`src/rtl/io_port_responder_if.sv`:
```
// Bus bundle between the memory stage / external devices and the IN/OUT port responder.
interface io_port_responder_if #(
    parameter int unsigned DATA_WIDTH = 16
) ();
    // Processor side
    logic                  ior;
    logic                  iow;
    logic [DATA_WIDTH-1:0] wdata;
    logic [DATA_WIDTH-1:0] rdata;
    logic                  rdata_valid;
    logic                  stall;
    // External input device
    logic [DATA_WIDTH-1:0] in_data;
    logic                  in_valid;
    logic                  in_ready;
    // External output device
    logic [DATA_WIDTH-1:0] out_port;
    logic                  out_valid;
    logic                  out_ack;

    modport slave (
        input  ior, iow, wdata, in_data, in_valid, out_ack,
        output rdata, rdata_valid, stall, in_ready, out_port, out_valid
    );

    modport master (
        output ior, iow, wdata, in_data, in_valid, out_ack,
        input  rdata, rdata_valid, stall, in_ready, out_port, out_valid
    );
endinterface

```
`src/rtl/io_port_responder.sv`:
```
// Responder for processor IN/OUT instructions: input FIFO fed by an external device,
// latched output port toward an external device, combinational stall to the pipeline.
module io_port_responder #(
    parameter int unsigned DATA_WIDTH = 16,
    parameter int unsigned FIFO_DEPTH = 4,
    parameter int unsigned PTR_W      = 2
) (
    input logic                 clk,
    input logic                 reset,
    io_port_responder_if.slave  bus
);
    typedef enum logic [0:0] {InIdle, InWait}   in_state_e;
    typedef enum logic [0:0] {OutIdle, OutBusy} out_state_e;

    logic [DATA_WIDTH-1:0] mem_q [FIFO_DEPTH];
    logic [PTR_W-1:0]      wr_ptr_q, wr_ptr_d, rd_ptr_q, rd_ptr_d;
    logic [PTR_W:0]        count_q, count_d;
    logic                  fifo_full, fifo_empty, in_ready, push, pop;

    in_state_e             in_state_q, in_state_d;
    out_state_e            out_state_q, out_state_d;
    logic [DATA_WIDTH-1:0] rdata_q, rdata_d, out_port_q, out_port_d;
    logic                  rdata_valid_q, rdata_valid_d;
    logic                  stall_in, stall_out;

    assign fifo_full  = (count_q == (PTR_W + 1)'(FIFO_DEPTH));
    assign fifo_empty = (count_q == '0);
    // Derived from the registered count only, so a pop at full never frees a slot early.
    assign in_ready   = reset & ~fifo_full;
    assign push       = bus.in_valid & in_ready;

    // FIFO pointer and occupancy next-state
    always_comb begin
        wr_ptr_d = wr_ptr_q;
        rd_ptr_d = rd_ptr_q;
        count_d  = count_q;
        if (push) wr_ptr_d = wr_ptr_q + PTR_W'(1);
        if (pop)  rd_ptr_d = rd_ptr_q + PTR_W'(1);
        unique case ({push, pop})
            2'b10:   count_d = count_q + (PTR_W + 1)'(1);
            2'b01:   count_d = count_q - (PTR_W + 1)'(1);
            default: count_d = count_q;
        endcase
    end

    // IN request FSM: pop the head when available, otherwise stall until a word arrives
    always_comb begin
        in_state_d    = in_state_q;
        pop           = 1'b0;
        stall_in      = 1'b0;
        rdata_d       = rdata_q;
        rdata_valid_d = 1'b0;
        unique case (in_state_q)
            InIdle: begin
                if (bus.ior) begin
                    if (!fifo_empty) begin
                        pop = 1'b1;
                    end else begin
                        in_state_d = InWait;
                        stall_in   = 1'b1;
                    end
                end
            end
            InWait: begin
                if (!bus.ior) begin
                    in_state_d = InIdle;  // flushed request
                end else if (!fifo_empty) begin
                    pop        = 1'b1;
                    in_state_d = InIdle;
                end else begin
                    stall_in = 1'b1;
                end
            end
            default: in_state_d = InIdle;
        endcase
        if (pop) begin
            rdata_d       = mem_q[rd_ptr_q];
            rdata_valid_d = 1'b1;
        end
    end

    // OUT request FSM: latch wdata unless a previous value is still unacknowledged
    always_comb begin
        out_state_d = out_state_q;
        out_port_d  = out_port_q;
        stall_out   = 1'b0;
        unique case (out_state_q)
            OutIdle: begin
                if (bus.iow) begin
                    out_port_d  = bus.wdata;
                    out_state_d = OutBusy;
                end
            end
            OutBusy: begin
                if (bus.out_ack) begin
                    if (bus.iow) out_port_d = bus.wdata;
                    else         out_state_d = OutIdle;
                end else if (bus.iow) begin
                    stall_out = 1'b1;
                end
            end
            default: out_state_d = OutIdle;
        endcase
    end

    // Control and output state, cleared asynchronously
    always_ff @(posedge clk or negedge reset) begin
        if (!reset) begin
            wr_ptr_q      <= '0;
            rd_ptr_q      <= '0;
            count_q       <= '0;
            in_state_q    <= InIdle;
            out_state_q   <= OutIdle;
            rdata_q       <= '0;
            rdata_valid_q <= 1'b0;
            out_port_q    <= '0;
        end else begin
            wr_ptr_q      <= wr_ptr_d;
            rd_ptr_q      <= rd_ptr_d;
            count_q       <= count_d;
            in_state_q    <= in_state_d;
            out_state_q   <= out_state_d;
            rdata_q       <= rdata_d;
            rdata_valid_q <= rdata_valid_d;
            out_port_q    <= out_port_d;
        end
    end

    // FIFO storage; contents are don't-care once the pointers are reset
    always_ff @(posedge clk) begin
        if (push) mem_q[wr_ptr_q] <= bus.in_data;
    end

    assign bus.in_ready    = in_ready;
    assign bus.rdata       = rdata_q;
    assign bus.rdata_valid = rdata_valid_q;
    assign bus.out_port    = out_port_q;
    assign bus.out_valid   = (out_state_q == OutBusy);
    assign bus.stall       = reset & (stall_in | stall_out);
endmodule

```
`src/flat_wrapper.sv`:
```
// flat-port wrapper written by rule: the top's interface ports become plain ports
module io_port_responder_flat 
#(
    parameter int unsigned DATA_WIDTH = 16,
    parameter int unsigned FIFO_DEPTH = 4,
    parameter int unsigned PTR_W      = 2
)
  (clk, reset, bus_ior, bus_iow, bus_wdata, bus_in_data, bus_in_valid, bus_out_ack, bus_rdata, bus_rdata_valid, bus_stall, bus_in_ready, bus_out_port, bus_out_valid);
  io_port_responder_if #(.DATA_WIDTH(DATA_WIDTH)) bus_i ();
  input logic clk;
  input logic reset;
  input wire logic [$bits(bus_i.ior)-1:0] bus_ior;
  input wire logic [$bits(bus_i.iow)-1:0] bus_iow;
  input wire logic [$bits(bus_i.wdata)-1:0] bus_wdata;
  input wire logic [$bits(bus_i.in_data)-1:0] bus_in_data;
  input wire logic [$bits(bus_i.in_valid)-1:0] bus_in_valid;
  input wire logic [$bits(bus_i.out_ack)-1:0] bus_out_ack;
  output wire logic [$bits(bus_i.rdata)-1:0] bus_rdata;
  output wire logic [$bits(bus_i.rdata_valid)-1:0] bus_rdata_valid;
  output wire logic [$bits(bus_i.stall)-1:0] bus_stall;
  output wire logic [$bits(bus_i.in_ready)-1:0] bus_in_ready;
  output wire logic [$bits(bus_i.out_port)-1:0] bus_out_port;
  output wire logic [$bits(bus_i.out_valid)-1:0] bus_out_valid;
  assign bus_i.ior = bus_ior;
  assign bus_i.iow = bus_iow;
  assign bus_i.wdata = bus_wdata;
  assign bus_i.in_data = bus_in_data;
  assign bus_i.in_valid = bus_in_valid;
  assign bus_i.out_ack = bus_out_ack;
  assign bus_rdata = bus_i.rdata;
  assign bus_rdata_valid = bus_i.rdata_valid;
  assign bus_stall = bus_i.stall;
  assign bus_in_ready = bus_i.in_ready;
  assign bus_out_port = bus_i.out_port;
  assign bus_out_valid = bus_i.out_valid;
  io_port_responder #(.DATA_WIDTH(DATA_WIDTH), .FIFO_DEPTH(FIFO_DEPTH), .PTR_W(PTR_W)) u_core (.clk(clk), .reset(reset), .bus(bus_i));
endmodule
```
`config.mk`:
```
export PLATFORM = sky130hd
export DESIGN_NAME = io_port_responder_flat
export DESIGN_NICKNAME = d
export VERILOG_FILES = /design/src/rtl/io_port_responder_if.sv /design/src/rtl/io_port_responder.sv /design/src/flat_wrapper.sv
export SDC_FILE = /design/constraint.sdc
export NUM_CORES = 1
export LEC_CHECK = 0
export BUFFER_PORTS_ARGS = -buffer_cell sky130_fd_sc_hd__buf_2
export CAP_MARGIN = 5
export CORE_ASPECT_RATIO = 1.2
export CORE_MARGIN = 2
export CORE_UTILIZATION = 57
export CTS_BUF_LIST = sky130_fd_sc_hd__clkbuf_2
export DETAILED_ROUTE_END_ITERATION = 8
export GPL_TIMING_DRIVEN = 1
export PLACE_DENSITY = 0.81
export RECOVER_POWER = 100
export SYNTH_ARGS = -nofsm -noshare
export SYNTH_HDL_FRONTEND = slang
export SYNTH_SLANG_ARGS = --single-unit
```
`constraint.sdc`:
```
create_clock -name clk -period 2.19 [get_ports clk]
set_input_delay 0.438 -clock clk [delete_from_list [all_inputs] [get_ports clk]]
set_output_delay 0.438 -clock clk [all_outputs]
set_load 0.02 [all_outputs]
```
# --- After elaboration in Yosys (flattened, before gate mapping) ---
# Memories as Yosys holds them, arrays and structs flattened. A register that Yosys moved wholly into a read port is not among the register bits.
# Cells that the tools add are included.
# Widths: inputs -> output; s select.
word_totals:
  regBits: 25
  latch_bits: 0
  ram_bits: 64
  rom_bits: 0
  inputBits: 38
  mem_count: 1
classes:
  addsub: 4
  n_mul: 0
  n_div: 0
  magnitude_cmp: 0
  n_eq_ne: 4
  shifts: 0
  n_mux: 16
  bitwise_logic: 6
  reduce_logical: 3
memory_table:
  columns: ["memory", "words", "width", "read_ports", "rd_ports_with_merged_regs", "wr", "line", "text"]
  rows:
  - ["u_core.mem_q", 4, 16, 1, 1, 1, "io_port_responder.sv:15", "logic [DATA_WIDTH-1:0] mem_q [FIFO_DEPTH];"]
ops:
  columns: ["op", "count"]
  rows:
  - ["$mux 16", 2]
  - ["$pmux 16 s2", 1]
  - ["$mux 1", 11]
  - ["$pmux 3 s2", 1]
  - ["$add 2x1->2 const B", 2]
  - ["$add 3x1->3 const B", 1]
  - ["$and 1x1->1", 3]
  - ["$eq 3x3->1 const B", 1]
  - ["$logic_not 3->1", 1]
  - ["$sub 3x1->3 const B", 1]
  - ["$eq 2x1->1 const B", 1]
  - ["$eq 2x2->1 const B", 1]
  - ["$ne 2x2->1 const B", 1]
  - ["$not 1->1", 2]
  - ["$pmux 1 s2", 1]
  - ["$reduce_bool 2->1", 1]
  - ["$logic_not 1->1", 1]
  - ["$or 1x1->1", 1]

# --- Logic depth before layout (Yosys ltp) ---
# Gate-level depths: netlist of the first run.
logic_depth:
  ltp_word: 6
  ltp_mapped: 9
  depth_no_buf: 9

# --- Least setup slack after synthesis of the first run ---
# Ideal clock, no wire load.
synth_path:
  kind: "flip-flop to flip-flop"
  startpoint: "register u_core.count_q[0]"
  endpoint: "register u_core.count_q[1]"
  setup_ns: 0.083
  t_arrival_ns: 1.940
  required_ns: 2.107
  path_slack_ns: 0.168
  stages_incl_launch_ff: 8
  path_cell_list: "dfrtp_1 -> o31ai_4 -> inv_4 -> buf_6 -> ha_1 -> inv_1 -> fa_1 -> o21ai_0"
synth_lines:
  columns: ["item", "line", "text"]
  rows:
  - ["from (decl)", "io_port_responder.sv:17", "logic [PTR_W:0] count_q, count_d;"]
  - ["from (signal assigned)", "io_port_responder.sv:120", "count_q <= count_d;"]
  - ["$logic_not 3->1 (*)", "io_port_responder.sv:27", "assign fifo_empty = (count_q == '0);"]
  - ["$mux 1 (*)", "io_port_responder.sv:56, io_port_responder.sv:67", null]
  - ["$mux 1 (*)", "io_port_responder.sv:55, io_port_responder.sv:65", null]
  - ["net u_core.pop", "io_port_responder.sv:18", "logic fifo_full, fifo_empty, in_ready, push, pop;"]
  - ["$eq 2x1->1 / $eq 2x2->1 (equally long branches)", "io_port_responder.sv:39", "unique case ({push, pop})"]
  - ["$pmux 3 s2 / $reduce_bool 2->1 (equally long branches)", null, null]
# The timed path passes the listed nets; every way through them passes the cells marked *.
# A chain may end at the register's enable or synchronous reset.

# --- Final worst setup path of the first run ---
layout_path:
  startpoint: "input reset"
  endpoint: "output bus_in_ready"
layout_via:
  elab_chain_len: 1
layout_lines:
  columns: ["item", "line", "text"]
  rows:
  - ["from (decl)", "flat_wrapper.sv:11", "input logic reset;"]
  - ["$and 1x1->1", "io_port_responder.sv:29", "assign in_ready = reset & ~fifo_full;"]
  - ["to (decl)", "flat_wrapper.sv:21", "output wire logic [$bits(bus_i.in_ready)-1:0] bus_in_ready;"]
# No other way between the ends.

==> out/metrics.yaml, run 1 <==
power.share.switching: 0.349
io_buffer_count: 73
number_of_design_rule_violations_left_after_detail_routing: 0
finalSetupTns_ns: 0
pin_count: 74
crit_family: "buffers and inverters"
cts_inserted_buffers: 9
end_kind: "output pin"
setup.worst_path.class: "in2out"
vdd_ir_drop_max_mv: 0.566
final_min_period_over_clock_period: 0.965
timing_hold_violations_final: 0
p_seq_frac: 0.529
multi_input_comb_area_um2: 986
detailed_place_hpwl_um: 4510
whs_ns: 0.0997
unrepaired_setup_endpoints_after_global_routing: "false"
max_cap_viol_count: 0
design.die.area_um2: 7790
power.internal_mw: 3.31
setup_viol: 0
timing.critical_path.slowest_cell_delay_ns: 0.52
slew_headroom: 0.363
cpMaxStageDelayCell: "dlygate4sd3_1"
post-route-util: 0.659
synth_edf_count: 64
clock_path_buffers: 2
drtAntennaViolNets: 0
tritoncts: "done"
avgRoutedWirePerCell_um: 16.3
antenna-diode-count: 0
clock_skew_ns: 0.0224
outcome: "complete, no violations"
clock_power_frac: 0.153
root_buf_cell: "clkbuf_2"
wl_um: 6640
drtPass1Iterations: 5
clkSinkCount: 105
cts_post_setup_buffers_inserted: 0
global_route_wire_length_before_repair_um: 9670
slew_viol_final: 0
fmax_ghz: 0.473
grt.total_usage: 0.174
via_cell_ratio: 5.23
layout_min_cycle_time_ns: 2.11
rows: 33
cpMostUsedCell: "clkbuf_1"
route.vias.total: 2129
synth.ff_latch_count: 105
relative_contribution_of_combinational_cells_to_total_power: 0.318
cp_max_fo: 3
critical_path.cell_chain: "dlygate4sd3_1 -> clkbuf_1 -> clkbuf_1 -> a21boi_0 -> clkbuf_2"
layout.nets: 359
core_region_area_um2: 6850
layout-drive-gt1-share: 0.231
critPathBufInv: 4
switching_power_mw: 1.78
yosysSeqAreaShare: 0.729
clock_insertion_delay_worst_skew_ns: 0.54
synth-main-ff-cell: "edfxtp_1"
area_growth_syn_to_layout_pct: 11.7
globalRoute.totalOverflow: 0
ff_latch_area_um2: 2950
static-leakage-power_nw: 1.75
cts_hold_buf: 2
fill_cells: 515
clock_input_transition_at_the_sequential_cells_of_the_worst_setup_and_hold_paths_ns: 0.27
postSynthCellCount: 231
fp.dieW_um: 80.9
syn-num-nets: 275
grt_antenna_before_repair: 0
via_count_of_the_first_global_routing_pass: 2009
cts_resized: 0
die_y_um: 96.3
critPathLaunchType: "primary input"
grt_max_degree: 42
floorplan.initialDensity: 0.590
synth.lib_cells_used.distinct: 25
synth_area_per_cell_um2: 17.5
synth-async-reset-ratio: 0.390
tightestPinTransition_ns: 0.956
worst_ep_arrival_time_ns: 1.67
h-tree-depth: 3
ys.warnings.count: 0
first_iter_violations: 106
place_congestion: 0.675
p_per_area_nw_per_um2: 1130
worst_hold_path_type: "in2reg"
synth_area_um2: 4050
cp_data_required_time_ns: 1.75
-- sequential cells by signal, summed over array words and instances, names as in the netlist --
name	cells
u_core.count_q	3
u_core.bus.rdata_valid	1
u_core.rd_ptr_q	2
u_core.wr_ptr_q	2
u_core.bus.out_port	16
u_core.bus.out_valid	1
u_core.bus.rdata	16
u_core.mem_q	64
-- area by class of cell --
| type | instances | area share |
|---|---|---|
| flip-flops and latches | 105 | 0.652 |
| multi-input cells | 111 | 0.218 |
| repair buffers | 80 | 0.0759 |
| well taps | 87 | 0.0241 |
| clock inverters | 7 | 0.0122 |
| clock buffers | 9 | 0.00997 |
| inverters | 8 | 0.00720 |
-- worst register-to-register path, stage by stage (launching register included) --
cell and delay [ns]:
dfrtp_1 0.51, o311a_4 0.44, inv_1 0.06, ha_1 0.17, inv_1 0.06, fa_1 0.37
xor2_1 0.15, nor2_1 0.11, xnor2_1 0.12
-- cells in the final DEF, fill, tap and decap left out, types with 2 or more instances in the layout --
| master | netlist | final |
|---|---|---|
| clkinv_4 | 0 | 3 |
| clkbuf_2 | 0 | 11 |
| xnor2_1 | 5 | 5 |
| ha_1 | 5 | 5 |
| mux4_2 | 16 | 16 |
| clkbuf_1 | 0 | 54 |
| buf_2 | 2 | 21 |
| nand2b_1 | 2 | 2 |
| inv_1 | 7 | 7 |
| mux2_2 | 16 | 16 |
| nor2_1 | 2 | 2 |
| buf_4 | 1 | 2 |
| edfxtp_1 | 64 | 64 |
| dfrtp_1 | 41 | 41 |
| inv_6 | 0 | 2 |
| and2_1 | 4 | 4 |
| nand2_1 | 51 | 51 |
-- power groups by stage --
| stage | Sequential, mW | Combinational (mW) | Clock, mW |
|---|---|---|---|
| 5_1_grt | 2.73 | 1.78 | 0.885 |
| 3_3_place_gp | 2.71 | 1.68 | 0 |
| 3_5_place_dp | 2.75 | 1.73 | 0 |
| 6_report | 2.69 | 1.62 | 0.779 |
| 4_1_cts | 2.70 | 1.73 | 0.804 |
| 2_1_floorplan | 2.96 | 1.02 | 0 |
-- routing by layer --
| metal | vias to the layer above | share of wire | global-route usage |
|---|---|---|---|
| met4 | 0 | 0.016 | 0.0678 |
| met5 | - | 0 | 0 |
| li1 | 1002 | - | - |
| met3 | 7 | 0.075 | 0.0469 |
| met2 | 79 | 0.49 | 0.298 |
| met1 | 1041 | 0.42 | 0.209 |
-- cells in the mapped netlist (2+ instances only) --
cell type,instances,area (µm²)
nand2_1,51,191
nand2b_1,2,12.5
dfrtp_1,41,1030
edfxtp_1,64,1920
buf_2,2,10.0
nor2_1,2,7.51
inv_1,7,26.3
xnor2_1,5,43.8
mux2_2,16,180
and2_1,4,25.0
ha_1,5,62.6
mux4_2,16,360
buf_6,4,45.0
-- per-stage QoR --
stage	total power [mW]	worst slack [ns]	instances	area, µm²
floorplan	3.98	0.168	231	4050
global placement	4.39	0.210	389	4500
detailed placement	4.47	0.154	389	4500
CTS	5.24	0.106	407	4630
global route	5.39	0.0258	407	4520
finish	5.09	0.0777	407	4520
-- kinds of logic after synthesis --
| group | share of synthesized area |
|---|---|
| DFF | 0.729 |
| and+or+nand+nor | 0.0622 |
| muxes | 0.137 |
| buffers and inverters | 0.0235 |
| xor gates and xnor gates | 0.0130 |
| adders and majority gates | 0.0204 |
| AOI/OAI and AO/OA | 0.0152 |
-- final timing paths --
| check | slack [ns] | startpoint | cells past startpoint | end |
|---|---|---|---|---|
| setup / recovery | 0.08 | reset | 5 | bus_in_ready |
| hold / removal | 0.1 | bus_wdata[11] | 2 | u_core.bus.out_port[11]$_DFFE_PN0P_ |
| setup reg to reg | 0.16 | u_core.count_q[0]$_DFFE_PN0P_ | 8 | u_core.count_q[2]$_DFFE_PN0P_ |
| hold reg to reg | 0.51 | u_core.bus.rdata[2]$_DFFE_PN0P_ | 2 | u_core.bus.rdata[2]$_DFFE_PN0P_ |
| max in group asynchronous | 0.73 | reset | 4 | u_core.bus.rdata[14]$_DFFE_PN0P_ |
| min in group asynchronous | 0.89 | reset | 4 | u_core.bus.rdata[15]$_DFFE_PN0P_ |
No activity file was read; power rests on OpenSTA's default activity.
==> run 2, diff against run 1 <==
- CORE_MARGIN: 2 -> 1
- CORE_UTILIZATION: 57 -> 35
- PLACE_DENSITY: 0.81 -> unset
- TNS_END_PERCENT: unset -> 1
==> run 2 against run 1 <==
  * Worst hold slack got worse by 0.035 ns
  * Clock power increased by 30%
  * Via count increased by 0.61%
  * Die area increased by 54%
  * Flip-flop and latch count unchanged
  * Global-route usage decreased by 5.0 points
  * Combinational power increased by 4%
  * Total power increased by 5.4%
  * First-iteration DRC count decreased by 35%
  * Maximum frequency increased by 2.2%
  * Setup slack improved by 0.045 ns
  * Highest routed layer unchanged
==> out/metrics.yaml, run 2 (synthesized netlist as in run 1, its figures left out) <==
clock_path_buffers: 2  # unchanged
final_min_period_over_clock_period: 0.944  # -0.0206
critPathLaunchType: "register"
worst_hold_path_type: "in2reg"
detailed_place_hpwl_um: 4590  # +1.7%
via_cell_ratio: 4.46  # -15%
h-tree-depth: 3  # unchanged
wl_um: 6910  # +4.0%
endpoint_worst_hold: "u_core.bus.out_valid$_DFF_PN0_"
clock_input_transition_at_the_sequential_cells_of_the_worst_setup_and_hold_paths_ns: 0.27  # about the same
outcome: "complete, no violations"
io_buffer_count: 73  # unchanged
grt_max_degree: 42  # unchanged
first_iter_violations: 69  # -35%
detail_route.wirelength.met1_um: 2890  # +4.4%
static-leakage-power_nw: 1.81  # +3.2%
routed-wl-met3_um: 271  # -46%
timing_hold_violations_final: 0  # unchanged
place_congestion: 0.641  # -5.1%
pin_count: 74  # unchanged
rows: 42  # +27%
die_y_um: 120  # +24%
drtAntennaViolNets: 0  # unchanged
globalRoute.totalOverflow: 0  # unchanged
crit-reg2reg-capture: "u_core.count_q[1]$_DFFE_PN0P_"
grt_antenna_before_repair: 0  # unchanged
end_kind: "register"
root_buf_cell: "clkbuf_2"
drtPass1Iterations: 4  # -1
p_per_area_nw_per_um2: 1140  # +1.6%
worstHoldStart: "bus_iow"
largest_reg_flops: 64  # unchanged
most-common-layout-cells: "64 x edfxtp_1, 53 x clkbuf_1, 51 x nand2_1"
tritoncts: "done"
setup_viol: 0  # unchanged
max_cap_viol_count: 0  # unchanged
floorplan.initialDensity: 0.363  # -0.227
route.vias.total: 2142  # +0.61%
slew_headroom: 0.309  # -0.0533
detailed_place.area_um2: 4600  # +2.4%
tightestPinTransition_ns: 1.04  # +0.0800 ns
setup.worst_path.class: "reg2reg"
global_route_wire_length_before_repair_um: 10800  # +11%
reg2reg_depth: 7  # -1
via_count_of_the_first_global_routing_pass: 2165  # +7.8%
antenna-diode-count: 0  # unchanged
finalSetupTns_ns: 0  # unchanged
slew_viol_final: 0  # unchanged
clock_insertion_delay_worst_skew_ns: 0.56  # +0.02 ns
cp_max_fo: 4  # +1
clock_skew_ns: 0.0172  # -0.00523 ns
clkSinkCount: 105  # unchanged
post-route-util: 0.421  # -0.238
dp.cells: 459  # +18%
design.die.area_um2: 12000  # +54%
final_cell_area_um2: 4690  # +3.8%
layout-drive-gt1-share: 0.258  # +0.0264
layout.cells.non_filler: 480  # +18%
flop2flop_setup_slack_ns: 0.12  # -0.04 ns
worst_ep_arrival_time_ns: 2.57  # +0.90 ns
area_growth_syn_to_layout_pct: 15.9
number_of_design_rule_violations_left_after_detail_routing: 0  # unchanged
layout.nets: 365  # +1.7%
vdd_ir_drop_max_mv: 0.249  # -56%
core_region_area_um2: 11100  # +63%
cp_data_required_time_ns: 2.70  # +0.95 ns
layout.cells.most_common: "edfxtp_1"
largest_register: "u_core.mem_q"
topRoutingLayerUsed: "met4"
worstReg2RegStart: "u_core.count_q[0]$_DFFE_PN0P_"
hold_depth: 2  # unchanged
layout_min_cycle_time_ns: 2.07  # -0.0451 ns
avgRoutedWirePerCell_um: 14.4  # -12%
fp.dieW_um: 100  # +24%
detailroute.wirelength.met2_um: 3560  # +8.9%
grt.total_usage: 0.123  # -0.0501
cts_inserted_buffers: 9  # unchanged
fmax_ghz: 0.484  # +2.2%
[run 2: changes by cell type in the layout (fill, tap and decap cells not counted), moves of 2 or more]
| cell | delta |
|---|---|
| dfrtp_1 | -2 |
| bufinv_16 | +2 |
| dfrtp_2 | +2 |
| clkinv_2 | +3 |
| clkinv_4 | -3 |
| buf_4 | +5 |
[run 2: final cells by class]
type	count	area (µm²)
fill	1047	6450
sequential	105	2950
multi-input combinational	111	986
timing repair buffer	86	389
tap	154	193
clock inverter	7	92.6
clock buffer	9	45.0
inverter	8	32.5
[run 2: per-layer routing]
layer | global-route usage | vias up
met4 | 0.0761 | 0
met2 | 0.217 | 60
met1 | 0.139 | 1053
li1 | - | 1017
met3 | 0.0192 | 12
met5 | 0 | -
[run 2: repair_timing]
action	CTS	global route
setup endpoints to repair	0	2
setup buffers	0	3
gates resized for setup	0	2
hold endpoints to repair	41	0
hold buffers	2	0
[run 2: worst max-delay path, cell delays in order (launching register included)]
cell	delay, ns
dfrtp_2	0.50
clkbuf_4	0.14
o31ai_1	0.44
inv_4	0.05
ha_1	0.23
inv_1	0.07
fa_1	0.40
o21ai_0	0.19
[run 2: through the flow]
stage	worst slack [ns]	total power, mW	hold WS, ns
4_1_cts	0.0117	5.51	0.00695
3_5_place_dp	0.156	4.50	0.457
3_3_place_gp	0.209	4.46	0.452
5_1_grt	-0.00581	5.69	0.0291
2_1_floorplan	0.168	3.98	0.142
6_report	0.123	5.36	0.0647
[run 2: worst max-delay path by stage]
| stage | start | endpoint | slack, ns |
|---|---|---|---|
| floorplan | u_core.count_q[0]$_DFFE_PN0P_ | u_core.count_q[1]$_DFFE_PN0P_ | 0.17 |
| global route | u_core.count_q[2]$_DFFE_PN0P_ | u_core.count_q[2]$_DFFE_PN0P_ | -0.006 |
| CTS | u_core.count_q[0]$_DFFE_PN0P_ | bus_stall | 0.01 |
| global placement | u_core.count_q[2]$_DFFE_PN0P_ | u_core.count_q[2]$_DFFE_PN0P_ | 0.21 |
| finish | u_core.count_q[0]$_DFFE_PN0P_ | u_core.count_q[1]$_DFFE_PN0P_ | 0.12 |
| detailed placement | u_core.count_q[2]$_DFFE_PN0P_ | u_core.count_q[2]$_DFFE_PN0P_ | 0.16 |
[run 2: report_power, final]
group	total (mW)	switching, mW	internal, mW
clock	1.01	0.625	0.381
sequential	2.68	0.176	2.51
combinational	1.68	0.970	0.706
==> run 3, diff against run 2 <==
- GPL_TIMING_DRIVEN: 1 -> 0
==> run 3 against run 2 <==
  * Wire length is 3.2% higher
  * Worst hold slack better by 0.012 ns
  * Register-to-register slack got worse by 0.02 ns
  * Critical path depth unchanged
  * Total power down 4.5%
  * Utilization is 0.46 points lower
  * Maximum frequency decreased by 0.87%
  * Non-clock buffer count shrank 3
  * Die area stayed put
  * Sequential power hardly changed
  * Count of clock-buffer cells in the layout grew 4
  * Clock power decreased by 24%
==> out/metrics.yaml, run 3 (synthesized netlist as in run 1, its figures left out) <==
most-common-layout-cells: "64 x edfxtp_1, 53 x clkbuf_1, 51 x nand2_1"
largest_reg_flops: 64  # unchanged
largest_register: "u_core.mem_q"
wl_um: 7130  # +3.2%
end_kind: "register"
pin_count: 74  # unchanged
tritoncts: "done"
place_congestion: 0.717  # +12%
cp_data_required_time_ns: 2.66  # -0.04 ns
critical_path.cell_chain: "o31ai_4 -> inv_4 -> buf_6 -> ha_1 -> inv_1 -> fa_1 -> o21ai_0"
first_iter_violations: 58  # -16%
detailed_place.area_um2: 4600  # about the same
clock_insertion_delay_worst_skew_ns: 0.56  # about the same
clock_path_buffers: 2  # unchanged
multi_input_comb_area_um2: 1000  # +1.4%
slew_headroom: 0.286  # -0.0235
io_buffer_count: 73  # unchanged
timing.critical_path.slowest_cell_delay_ns: 0.52  # +0.02 ns
global_route_wire_length_before_repair_um: 11000  # +2.0%
area_growth_syn_to_layout_pct: 14.6
finalSetupTns_ns: 0  # unchanged
cpMaxStageDelayCell: "dfrtp_2"
worst_hold_path_type: "in2reg"
slew_viol_final: 0  # unchanged
clock_skew_ns: 0.0373  # +0.0201 ns
number_of_design_rule_violations_left_after_detail_routing: 0  # unchanged
final_cell_area_um2: 4640  # -1.1%
unrepaired_setup_endpoints_after_global_routing: "false"
whs_ns: 0.0768  # +0.0122 ns
core_region_area_um2: 11100  # unchanged
layout.nets: 362  # -0.82%
layout-drive-gt1-share: 0.248  # -0.00999
h-tree-depth: 3  # unchanged
clkSinkCount: 105  # unchanged
outcome: "complete, no violations"
critPathLaunchType: "register"
avgRoutedWirePerCell_um: 14.9  # +3.6%
critPathBufInv: 3  # unchanged
grt.total_usage: 0.126  # +0.00244
pre_cts_ws_ns: -0.668  # -0.824 ns
fp.dieW_um: 100  # unchanged
final_min_period_over_clock_period: 0.952  # +0.00832
fmax_ghz: 0.480  # -0.87%
cp_max_fo: 11  # +7
tightestPinTransition_ns: 1.07  # +0.0353 ns
via_cell_ratio: 4.50  # +0.84%
setup_viol: 0  # unchanged
grt_antenna_before_repair: 1  # +1
detailed_place_hpwl_um: 4490  # -2.1%
static-leakage-power_nw: 1.77  # -2.0%
drtPass1Iterations: 4  # unchanged
root_buf_cell: "clkbuf_2"
worst_ep_arrival_time_ns: 2.56  # about the same
layout.cells.most_common: "edfxtp_1"
grt_max_degree: 42  # unchanged
timing_hold_violations_final: 0  # unchanged
clock_input_transition_at_the_sequential_cells_of_the_worst_setup_and_hold_paths_ns: 0.25  # -0.02 ns
vdd_ir_drop_max_mv: 0.287  # +15%
route.vias.total: 2151  # +0.42%
rows: 42  # unchanged
layout_min_cycle_time_ns: 2.09  # +0.0182 ns
drtAntennaViolNets: 0  # unchanged
globalRoute.totalOverflow: 0  # unchanged
p_per_area_nw_per_um2: 1110  # -3.4%
fill_cells: 1085  # +3.6%
floorplan.initialDensity: 0.363  # unchanged
layout_setup_ws_ns: 0.105  # -0.0182 ns
ff_latch_area_um2: 2950  # about the same
setup.worst_path.class: "reg2reg"
die_y_um: 120  # unchanged
via_count_of_the_first_global_routing_pass: 2153  # -0.55%
design.die.area_um2: 12000  # unchanged
cts_inserted_buffers: 9  # unchanged
crit_family: "adder cells"
max_cap_viol_count: 0  # unchanged
## run 3: cell types whose count changed in the layout (fill, tap and decap cells not counted), sizes merged
cell / before / now
inv: 10 / 9
clkbuf: 66 / 69
clkinv: 3 / 1
bufinv: 2 / 0
buf: 28 / 26
diode: 0 / 1
clkinvlp: 0 / 1
## run 3: stage by stage
stage | std cells | util | total power, mW
global placement | 458 | 0.413 | 4.49
detailed placement | 458 | 0.413 | 4.52
finish | 478 | 0.416 | 5.12
floorplan | 231 | - | 3.98
CTS | 477 | 0.425 | 5.31
global route | 478 | 0.416 | 5.45
## run 3: final cells by class
class | count | share of cell area
flip-flops and latches | 105 | 0.636
multi-input cells | 111 | 0.216
repair buffers | 76 | 0.0699
well taps | 154 | 0.0416
clock buffers | 13 | 0.0140
plain buffers | 7 | 0.0111
inverters | 8 | 0.00702
clock inverters | 3 | 0.00432
diodes | 1 | 0.000540
## run 3: metal layers
layer / track usage / routed length, µm
met1: 0.144 / 3050
met2: 0.215 / 3600
met3: 0.0215 / 280
met4: 0.0833 / 193
met5: 0 / 0
## run 3: power by group
part | leakage (nW) | internal [mW] | switching, mW
logic | 0.646 | 0.680 | 0.970
clock network | 0.0602 | 0.169 | 0.601
registers | 1.07 | 2.51 | 0.198
## run 3: path summary, 6_finish.rpt
check	depth (start not counted)	start	to	slack, ns
max	7	u_core.count_q[0]$_DFFE_PN0P_	u_core.count_q[1]$_DFFE_PN0P_	0.10
min	2	bus_iow	u_core.bus.out_valid$_DFF_PN0_	0.08
max reg2reg	7	u_core.count_q[0]$_DFFE_PN0P_	u_core.count_q[1]$_DFFE_PN0P_	0.10
min reg2reg	2	u_core.bus.rdata[11]$_DFFE_PN0P_	u_core.bus.rdata[11]$_DFFE_PN0P_	0.51
max in group asynchronous	3	reset	u_core.count_q[0]$_DFFE_PN0P_	0.65
min in group asynchronous	3	reset	u_core.bus.rdata[3]$_DFFE_PN0P_	0.82
## run 3: worst reg2reg max path: cells and delay by family, from the launching register on
family                   cells  cell delay, ns
buffers and inverters        3            0.35
adder cells (fa/ha/maj)      2            0.63
flip-flops                   1            0.52
AO/OA/AOI/OAI                2            0.49
## run 3: repair_timing
item	CTS	global route
endpoints found under the setup margin	12	1
endpoints found under the hold margin	41	0
setup buffers	1	0
gates resized for setup	1	1
hold buffers	2	0
pin swaps	1	0
